$ cat src/rtl/entropy_src_seed_fifo_pkg.sv
// entropy_src_seed_fifo_pkg
//   Shared definitions for the entropy source seed FIFO: the sparse packer
//   state encodings and a helper that derives the number of words per seed.
//   Also provides a local fallback for CALIPTRA_PRIM_FLOP_SPARSE_FSM (plain
//   async-reset state flop on clk_i/rst_ni) when the prim macro library is
//   not part of the build.

`ifndef CALIPTRA_PRIM_FLOP_SPARSE_FSM
`define CALIPTRA_PRIM_FLOP_SPARSE_FSM(__name, __d, __q, __type, __resval) \
    always_ff @(posedge clk_i or negedge rst_ni) begin : __name \
        if (!rst_ni) __q <= __resval; \
        else         __q <= __d; \
    end
`endif

package entropy_src_seed_fifo_pkg;

    // Pairwise Hamming distance >= 3 so a single upset cannot land on another
    // legal state.
    typedef enum logic [5:0] {
        StIdle  = 6'b001110,
        StPack  = 6'b110101,
        StStall = 6'b101011,
        StError = 6'b010000
    } state_e;

    function automatic int unsigned seed_words(input int unsigned seed_w,
                                               input int unsigned word_w);
        return seed_w / word_w;
    endfunction

    localparam int unsigned SeedWordsDefault = seed_words(384, 32);

endpackage

$ cat src/rtl/entropy_src_seed_fifo_mem.sv
// entropy_src_seed_fifo_mem
//   Circular seed store: Depth entries of Width bits, registered storage,
//   combinational head read. Push is refused when full (current count), pop
//   is ignored when empty, clr_i empties the buffer without touching storage.
//   Optional macro ENTROPY_SRC_SEED_FIFO_PTR_CHK_EN duplicates pointers and
//   count and flags any disagreement or inconsistent count on err_o.
// Ports:
//   clk_i, rst_ni          clock, async active-low reset
//   clr_i                  synchronous flush of pointers and count
//   push_i, wdata_i        write request and data
//   pop_i                  remove head entry
//   rdata_o                head entry
//   full_o, not_empty_o    occupancy flags
//   depth_o                number of stored entries
//   err_o                  pointer/count integrity error

module entropy_src_seed_fifo_mem #(
    parameter int unsigned Width = 385,
    parameter int unsigned Depth = 2,
    localparam int unsigned PtrW = (Depth > 1) ? $clog2(Depth) : 1,
    localparam int unsigned CntW = $clog2(Depth + 1)
) (
    input  logic             clk_i,
    input  logic             rst_ni,
    input  logic             clr_i,
    input  logic             push_i,
    input  logic [Width-1:0] wdata_i,
    input  logic             pop_i,
    output logic [Width-1:0] rdata_o,
    output logic             full_o,
    output logic             not_empty_o,
    output logic [CntW-1:0]  depth_o,
    output logic             err_o
);

    logic [Width-1:0] mem_q [Depth];
    logic [PtrW-1:0]  wptr_q, wptr_d, rptr_q, rptr_d;
    logic [CntW-1:0]  cnt_q, cnt_d;
    logic             do_push, do_pop;

    function automatic logic [PtrW-1:0] ptr_inc(input logic [PtrW-1:0] p);
        return (p == PtrW'(Depth - 1)) ? '0 : p + PtrW'(1);
    endfunction

    assign full_o      = (cnt_q == CntW'(Depth));
    assign not_empty_o = (cnt_q != '0);
    assign depth_o     = cnt_q;
    assign do_push     = push_i & ~full_o & ~clr_i;
    assign do_pop      = pop_i & not_empty_o & ~clr_i;
    assign rdata_o     = mem_q[rptr_q];

    always_comb begin
        wptr_d = wptr_q;
        rptr_d = rptr_q;
        cnt_d  = cnt_q;
        if (clr_i) begin
            wptr_d = '0;
            rptr_d = '0;
            cnt_d  = '0;
        end else begin
            if (do_push) wptr_d = ptr_inc(wptr_q);
            if (do_pop)  rptr_d = ptr_inc(rptr_q);
            case ({do_push, do_pop})
                2'b10:   cnt_d = cnt_q + CntW'(1);
                2'b01:   cnt_d = cnt_q - CntW'(1);
                default: cnt_d = cnt_q;
            endcase
        end
    end

    always_ff @(posedge clk_i or negedge rst_ni) begin
        if (!rst_ni) begin
            wptr_q <= '0;
            rptr_q <= '0;
            cnt_q  <= '0;
        end else begin
            wptr_q <= wptr_d;
            rptr_q <= rptr_d;
            cnt_q  <= cnt_d;
        end
    end

    always_ff @(posedge clk_i or negedge rst_ni) begin
        if (!rst_ni) begin
            for (int unsigned k = 0; k < Depth; k++) mem_q[k] <= '0;
        end else begin
            for (int unsigned k = 0; k < Depth; k++) begin
                if (do_push && wptr_q == PtrW'(k)) mem_q[k] <= wdata_i;
            end
        end
    end

`ifdef ENTROPY_SRC_SEED_FIFO_PTR_CHK_EN
    localparam int unsigned SpanW = CntW + 1;

    logic [PtrW-1:0]  wptr_dup_q, rptr_dup_q;
    logic [CntW-1:0]  cnt_dup_q;
    logic [SpanW-1:0] span;
    logic             cnt_ok;

    always_ff @(posedge clk_i or negedge rst_ni) begin
        if (!rst_ni) begin
            wptr_dup_q <= '0;
            rptr_dup_q <= '0;
            cnt_dup_q  <= '0;
        end else begin
            wptr_dup_q <= wptr_d;
            rptr_dup_q <= rptr_d;
            cnt_dup_q  <= cnt_d;
        end
    end

    // Equal pointers are ambiguous between empty and full; either count is fine.
    always_comb begin
        if (wptr_q >= rptr_q) span = SpanW'(wptr_q) - SpanW'(rptr_q);
        else                  span = SpanW'(wptr_q) + SpanW'(Depth) - SpanW'(rptr_q);
        cnt_ok = (SpanW'(cnt_q) == span) || ((span == '0) && (cnt_q == CntW'(Depth)));
    end

    assign err_o = (wptr_q != wptr_dup_q) | (rptr_q != rptr_dup_q) |
                   (cnt_q != cnt_dup_q) | ~cnt_ok;
`else
    assign err_o = 1'b0;
`endif

endmodule

$ cat src/rtl/entropy_src_seed_fifo.sv
// entropy_src_seed_fifo
//   Packs WordWidth-bit conditioned entropy words into SeedWidth-bit seeds,
//   ANDs the per-word FIPS flags into a per-seed flag and buffers complete
//   seeds for the downstream ack state machine. Escalation or an illegal
//   state encoding locks the block in a sticky error state until reset.
//   Optional macro ENTROPY_SRC_SEED_FIFO_PTR_CHK_EN enables duplicated FIFO
//   pointer/count checking inside the storage sub-module.
// Ports:
//   clk_i, rst_ni            clock, async active-low reset
//   enable_i                 module enable, low flushes packer and FIFO
//   wvalid_i/wready_o        input word handshake; wdata_i, wfips_i payload
//   not_empty_o, pop_i       seed available / consume head seed
//   rdata_o, rfips_o         head seed (word 0 in bits [31:0]) and its flag
//   depth_o                  number of stored seeds
//   local_escalate_i         force Error
//   err_o                    sticky error

module entropy_src_seed_fifo
    import entropy_src_seed_fifo_pkg::*;
#(
    parameter int unsigned WordWidth = 32,
    parameter int unsigned SeedWidth = 384,
    parameter int unsigned Depth     = 2
) (
    input  logic                         clk_i,
    input  logic                         rst_ni,
    input  logic                         enable_i,
    input  logic                         wvalid_i,
    output logic                         wready_o,
    input  logic [WordWidth-1:0]         wdata_i,
    input  logic                         wfips_i,
    output logic                         not_empty_o,
    input  logic                         pop_i,
    output logic [SeedWidth-1:0]         rdata_o,
    output logic                         rfips_o,
    output logic [$clog2(Depth+1)-1:0]   depth_o,
    input  logic                         local_escalate_i,
    output logic                         err_o
);

    localparam int unsigned SeedWords = seed_words(SeedWidth, WordWidth);

    state_e                state_d, state_q;
    logic [3:0]            cnt_d, cnt_q;
    logic                  fips_acc_d, fips_acc_q;
    logic [WordWidth-1:0]  pack_q [SeedWords];
    logic                  slot_we, push, flush;
    logic                  mem_full, mem_not_empty, mem_err;
    logic [SeedWidth-1:0]  seed;
    logic                  seed_fips;

    `CALIPTRA_PRIM_FLOP_SPARSE_FSM(u_state_regs, state_d, state_q, state_e, StIdle)

    always_comb begin
        state_d    = state_q;
        cnt_d      = cnt_q;
        fips_acc_d = fips_acc_q;
        wready_o   = 1'b0;
        slot_we    = 1'b0;
        push       = 1'b0;
        flush      = 1'b0;

        case (state_q)
            StIdle: begin
                if (enable_i) state_d = StPack;
            end
            StPack: begin
                wready_o = enable_i;
                slot_we  = wvalid_i & enable_i;
                if (slot_we) begin
                    fips_acc_d = fips_acc_q & wfips_i;
                    if (cnt_q == 4'(SeedWords - 1)) begin
                        if (!mem_full) begin
                            push       = 1'b1;
                            cnt_d      = '0;
                            fips_acc_d = 1'b1;
                        end else begin
                            state_d = StStall;
                        end
                    end else begin
                        cnt_d = cnt_q + 4'd1;
                    end
                end
            end
            StStall: begin
                if (!mem_full) begin
                    push       = 1'b1;
                    cnt_d      = '0;
                    fips_acc_d = 1'b1;
                    state_d    = StPack;
                end
            end
            StError: ;
            default: state_d = StError;
        endcase

        if (!enable_i && state_q != StError) begin
            state_d    = StIdle;
            flush      = 1'b1;
            push       = 1'b0;
            cnt_d      = '0;
            fips_acc_d = 1'b1;
        end

        if (local_escalate_i || mem_err) state_d = StError;
    end

    // The final word bypasses the packer registers so a completing seed can
    // be pushed in the same cycle it is accepted.
    always_comb begin
        seed = '0;
        for (int unsigned k = 0; k < SeedWords; k++) begin
            seed[k*WordWidth +: WordWidth] =
                (slot_we && cnt_q == 4'(k)) ? wdata_i : pack_q[k];
        end
        seed_fips = fips_acc_q & (slot_we ? wfips_i : 1'b1);
    end

    always_ff @(posedge clk_i or negedge rst_ni) begin
        if (!rst_ni) begin
            cnt_q      <= '0;
            fips_acc_q <= 1'b1;
            for (int unsigned k = 0; k < SeedWords; k++) pack_q[k] <= '0;
        end else begin
            cnt_q      <= cnt_d;
            fips_acc_q <= fips_acc_d;
            for (int unsigned k = 0; k < SeedWords; k++) begin
                if (slot_we && cnt_q == 4'(k)) pack_q[k] <= wdata_i;
            end
        end
    end

    entropy_src_seed_fifo_mem #(
        .Width (SeedWidth + 1),
        .Depth (Depth)
    ) u_mem (
        .clk_i       (clk_i),
        .rst_ni      (rst_ni),
        .clr_i       (flush),
        .push_i      (push),
        .wdata_i     ({seed_fips, seed}),
        .pop_i       (pop_i & (state_q != StError)),
        .rdata_o     ({rfips_o, rdata_o}),
        .full_o      (mem_full),
        .not_empty_o (mem_not_empty),
        .depth_o     (depth_o),
        .err_o       (mem_err)
    );

    assign not_empty_o = mem_not_empty & (state_q != StError);
    assign err_o       = (state_q == StError);

endmodule

$ cat config.mk
export PLATFORM = sky130hd
export DESIGN_NAME = entropy_src_seed_fifo
export DESIGN_NICKNAME = d
export VERILOG_FILES = /design/src/rtl/entropy_src_seed_fifo_pkg.sv /design/src/rtl/entropy_src_seed_fifo_mem.sv /design/src/rtl/entropy_src_seed_fifo.sv
export SDC_FILE = /design/constraint.sdc
export NUM_CORES = 1
export LEC_CHECK = 0
export BUFFER_PORTS_ARGS = -buffer_cell sky130_fd_sc_hd__buf_4
export CORE_ASPECT_RATIO = 1.5
export CORE_MARGIN = 1
export CORE_UTILIZATION = 33
export CTS_BUF_LIST = sky130_fd_sc_hd__clkbuf_16
export CTS_CLUSTER_DIAMETER = 150
export DETAILED_ROUTE_END_ITERATION = 8
export GPL_TIMING_DRIVEN = 0
export PLACE_DENSITY_LB_ADDON = 0.3
export SYNTH_ARGS = -nofsm -noshare
export SYNTH_HDL_FRONTEND = slang
export SYNTH_SLANG_ARGS = --single-unit
$ cat constraint.sdc
create_clock -name clk_i -period 7.5 [get_ports clk_i]
set_clock_uncertainty 0.2 [all_clocks]
set_input_delay 1.5 -clock clk_i [delete_from_list [all_inputs] [get_ports clk_i]]
set_output_delay 1.5 -clock clk_i [all_outputs]
set_load 0.005 [all_outputs]
# Word-level counts from Yosys, hierarchy flattened
# Index checks and enable logic that the tools add are counted.
word_totals:
  reg_bits: 1169
  input_bits: 39
  output_inout_bits: 390
op_classes:
  addsub: 5
  n_lt_le_gt_ge: 1
  n_eq_ne: 27
  muxes: 51
  bitwise: 13
  reduce_logical: 25
ops:
  columns: ["cell", "n"]
  rows:
  - ["$mux W385", 3]
  - ["$mux W32", 12]
  - ["$mux W6", 7]
  - ["$pmux W6 S4", 1]
  - ["$ne A4 B4 Y1 const B", 5]
  - ["$mux W1", 19]
  - ["$eq A4 B3 Y1 const B", 4]
  - ["$eq A4 B4 Y1 const B", 4]
  - ["$mux W4", 4]
  - ["$logic_and A1 B1 Y1", 15]
  - ["$eq A6 B6 Y1 const B", 2]
  - ["$and A1 B1 Y1", 9]
  - ["$eq A4 B2 Y1 const B", 2]
  - ["$pmux W4 S2", 1]
  - ["$eq A6 B4 Y1 const B", 1]
  - ["$eq A6 B5 Y1 const B", 1]
  - ["$ne A3 B3 Y1 const B", 2]
  - ["$ne A6 B5 Y1 const B", 1]
  - ["$reduce_and A6 Y1", 1]
  - ["$reduce_bool A2 Y1", 3]
  - ["$reduce_bool A3 Y1", 2]
  - ["$add A4 B1 Y4 const B", 1]
  - ["$eq A2 B2 Y1 const B", 2]
  - ["$eq A4 B1 Y1 const B", 1]
  - ["15 further kinds", 19]

# Logic depth before layout (Yosys ltp)
depth:
  word_depth: 11
  depth_mapped: 9
  ltp_nobuf: 6

# Hierarchy
# A second synthesis with hierarchy kept.
hier_totals:
  cells_unflattened: 3017
  hier_area_um2: 49844.1
modules_own_cells:
  columns: ["mod", "instances", "cells_each", "area_each_um2", "seq_area_each_um2"]
  rows:
  - ["entropy_src_seed_fifo_mem", 1, 2079, 34679.5, 19368.6]
  - ["entropy_src_seed_fifo", 1, 938, 15164.5, 9838.2]

# Worst setup path before layout
# No wires, ideal clock.
synth_path:
  path_type: "register -> output"
  from: "register u_mem.rptr_q"
  to: "output port rdata_o[200]"
  arrival_time_ns: 1.802
  slack_ns: 3.998
  stages_incl_launch_ff: 6
  path_buffers: 4
  path_cell_list: "dfrtp_1 clkbuf_1 clkbuf_1 clkbuf_1 buf_1 mux2_2"
synth_via:
  elab_chain_cells: 4
synth_lines:
  columns: ["item", "line", "source"]
  rows:
  - ["start, declared", "entropy_src_seed_fifo_mem.sv:37", "logic [PtrW-1:0] wptr_q, wptr_d, rptr_q, rptr_d;"]
  - ["start signal, assigned", "entropy_src_seed_fifo_mem.sv:78", "rptr_q <= rptr_d;"]
  - ["$not A1 Y2 (not written as such)", "entropy_src_seed_fifo_mem.sv:50", "assign rdata_o = mem_q[rptr_q];"]
  - ["$mux W385 (not written as such) (3 in a row)", "entropy_src_seed_fifo_mem.sv:50", null]
  - ["end, declared", "entropy_src_seed_fifo.sv:34", "output logic [SeedWidth-1:0] rdata_o,"]
# Every way passes these cells. The select of a mux whose other input is x is not followed.

# Final worst setup path
layout_path:
  from: "register u_mem.rptr_q"
  to: "output port rdata_o[362]"
# Same word-level chain as after synthesis.

==> summary.txt <==
Logic synthesis
  • Multiplexer area fraction after synthesis: 28.2%
  • #FFs+latches synth: 1167
  • Mean Syn Cell Area: ~13 um^2
  • Fraction of registers with async set/reset: between 90% and 100%
  • Synth Flop Type: dfrtp_1
  • Cells after Synth: 3946
  • Syn_nets: 3989
  • Syn Std Cell Area: 49600 um^2
  • Post-Synth Simple-Gate Area: under 10%
  • Post-synthesis compound-gate area fraction: ~2.7%
  • Seq/Total Area, Yosys: 58.9%
  • Post-synth EDFFs: 0
  • Syn. warnings: 0
  • Largest family of logic cells by synthesized area: multiplexers
  • Unique masters post-synth: 51
  • Synth Area in XOR/XNOR: 0.0177%
  • Post-Synth Adder-Cell Area: 0.101%

Timing
  • FMAX: 0.140 GHz
  • Final Hold Fails: 0
  • Worst Tran Pin Value: 1200 ps
  • Pins Over Slew Limit: 0
  • Final worst slack: 349 ps
  • Final TNS setup: 0 ps
  • Fin crit share: 95.4%
  • Fin crit period: slightly above 7000 ps
  • Slew headroom: 20.1%
  • RSZ-0062 raised after global routing: false
  • Final Setup Violations: 0
  • WHS: 278 ps

Critical path
  • Worst r2r dst: u_mem.rptr_q
  • CP Launch Type: register
  • Crit Path Category: reg2out
  • Flop2flop setup slack: 3960 ps
  • RR Startpoint: u_mem.rptr_q
  • Worst R2R Path Depth: 6
  • CP endpoint kind: primary output
  • Critical Path RT: 5800 ps
  • Crit-path max FO: 10
  • Critical Path AT: 5450 ps

Drt
  • 1st-iter DRT viols: 1701
  • Initial DRT Pass Iterations: 8
  • Wirelength per Cell: 23.2 um
  • Remaining antenna violation count: 0
  • Residual DRC: 0
  • Final wirelength: 151000 um
  • Vias per cell: 4.69
  • Via count: roughly 31000

Clock network
  • Post_cts resized: 0
  • # hold bufs at CTS: 0
  • Max clock buf depth: 3
  • Worst-path clk slew: about 60 ps
  • CTS Buf Count: ~120
  • # clock sinks: 1167
  • TritonCTS clock tree: yes
  • Skew-Pair Late Insertion Delay: 770 ps
  • Postcts setup bufs: 0
  • H-tree lvl count: 3
  • Clk root buf: clkbuf_16

Pwr
  • Tot Pwr: 12.9 mW
  • Pleak: 32.1 nW
  • P per Cell Area: roughly 220 nW/um^2
  • Worst VDD drop: 185 uV

Floorplan
  • Ports: around 430
  • Core region area: 149000 um^2
  • Die Span X: 318 um
  • Full die area: 152000 um^2
  • Initial core utilization: between 30% and 40%
  • FP Rows: about 170
  • Die height: 477 um

Finish
  • Post-route cell area: between 50000 and 60000 um^2
  • Most common cell after layout, fill and taps aside: dfrtp_1
  • Layout cell share with drive strength beyond 1: 27.6%
  • Fin util: 39.9%
  • Post-route insts no fill: 6532
  • Growth of design area from synthesis to finish: 19.6%
  • Commonest non-fill, non-tap cells in the layout: dfrtp_1, inv_1, mux2i_1, mux2_2, buf_4
  • Fin nets: about 4600
  • Fillers: 14200

Global route
  • Global-route wire length before repair: 222000 um
  • Vias in the first global route: 32400
  • GRT Total Usage: 19.9%
  • Largest net degree at the start of global routing: ~180
  • Gr ovfl total: 0
  • Initial antenna violation count: 28

Placed design
  • Placement Setup Slack: approximately 950 ps
  • Placed Area: roughly 56000 um^2
  • Buffers added on ports: 428
  • Dpl hpwl: between 100000 and 150000 um
  • GPL Wtd Cong: 0.786
  • Dpl cells: between 6000 and 7000

Flow run
  • Number of max-cap violations: 0

Status
  • Outcome: finished clean

Min path
  • Cells on Worst Hold Path: 1
  • Hold Startpoint: u_mem.mem_q[254]
  • Hold EP: u_mem.mem_q[254]
  • Hold Crit Class: reg2reg
cells by family after synthesis:
group / after synthesis
simple gates: 290
mux: 1314
buf+inv: 911
fa+ha+maj: 4
compound gates: 259
flops: 1167
xor+xnor: 1
flip-flops by register name (all words and copies together) (netlist names):
name           flops
cnt_q              4
u_mem.rptr_q       1
u_mem.mem_q      770
u_mem.wptr_q       1
fips_acc_q         1
pack_q           384
u_mem.depth_o      2
state_q            4
area by class of cell:
class | instances | area (um^2) | share of cell area (%)
flip-flops and latches | 1167 | 29200 | 49.3
multi-input cells | 1868 | 16600 | 28.1
repair buffers | 445 | 3660 | 6.18
clock buffers | 119 | 2980 | 5.02
inverters | 679 | 2550 | 4.30
well taps | 1925 | 2410 | 4.06
plain buffers | 232 | 1210 | 2.05
clock inverters | 92 | 603 | 1.02
diodes | 5 | 12.5 | 0.0211
metal layers:
metal  global-route usage (%)  share of wire, %  vias up
met4                     7.88               3.3        8
met3                     5.26               6.8      190
met1                     26.1                44    15700
met5                        0             0.036        -
li1                         -                 -    14000
met2                     31.3                46      765
Yosys cell counts (all sizes together), types with 2 or more instances:
library cell	n	area [um^2]
nand2	231	867
inv	679	2550
mux2i	674	6750
o31ai	2	15.0
a21oi	5	25.0
nand2b	4	25.0
clkbuf	94	353
o211ai	4	30.0
a31oi	3	18.8
ha	4	50.1
nand3b	3	22.5
o21ai	235	1180
nor4b	2	30.0
dfrtp	1164	29100
and2	3	18.8
nand4	5	31.3
mux2	640	7210
buf	138	820
nor3	7	50.1
nor2	6	22.5
nand4b	3	26.3
nand3	10	50.1
nor2b	2	12.5
dfstp	3	78.8
or3	4	25.0
where the power goes:
part | switching, mW | internal [mW]
clock network | 2.56 | 3.07
logic | 0.649 | 0.298
registers | 0.00135 | 6.30
worst max-delay path, stage by stage (launching register included):
cell      delay (ps)
dfrtp_1          320
clkbuf_1         500
clkbuf_1         880
clkbuf_1         670
clkbuf_1         780
clkbuf_1         770
nand2_1           90
o21ai_0          400
buf_4            250
how the worst max path moves through the flow:
stage	from	to	slack, ps	cells after the start
4_1_cts	u_mem.rptr_q	rdata_o[360]	80	8
2_1_floorplan	u_mem.rptr_q	rdata_o[200]	4000	5
3_3_place_gp	rst_ni	u_mem.mem_q[458]	-9620	1
3_5_place_dp	u_mem.rptr_q	rdata_o[360]	950	8
5_1_grt	u_mem.rptr_q	rdata_o[361]	40	8
6_report	u_mem.rptr_q	rdata_o[362]	350	8
No activity file was read; power rests on OpenSTA's default activity.
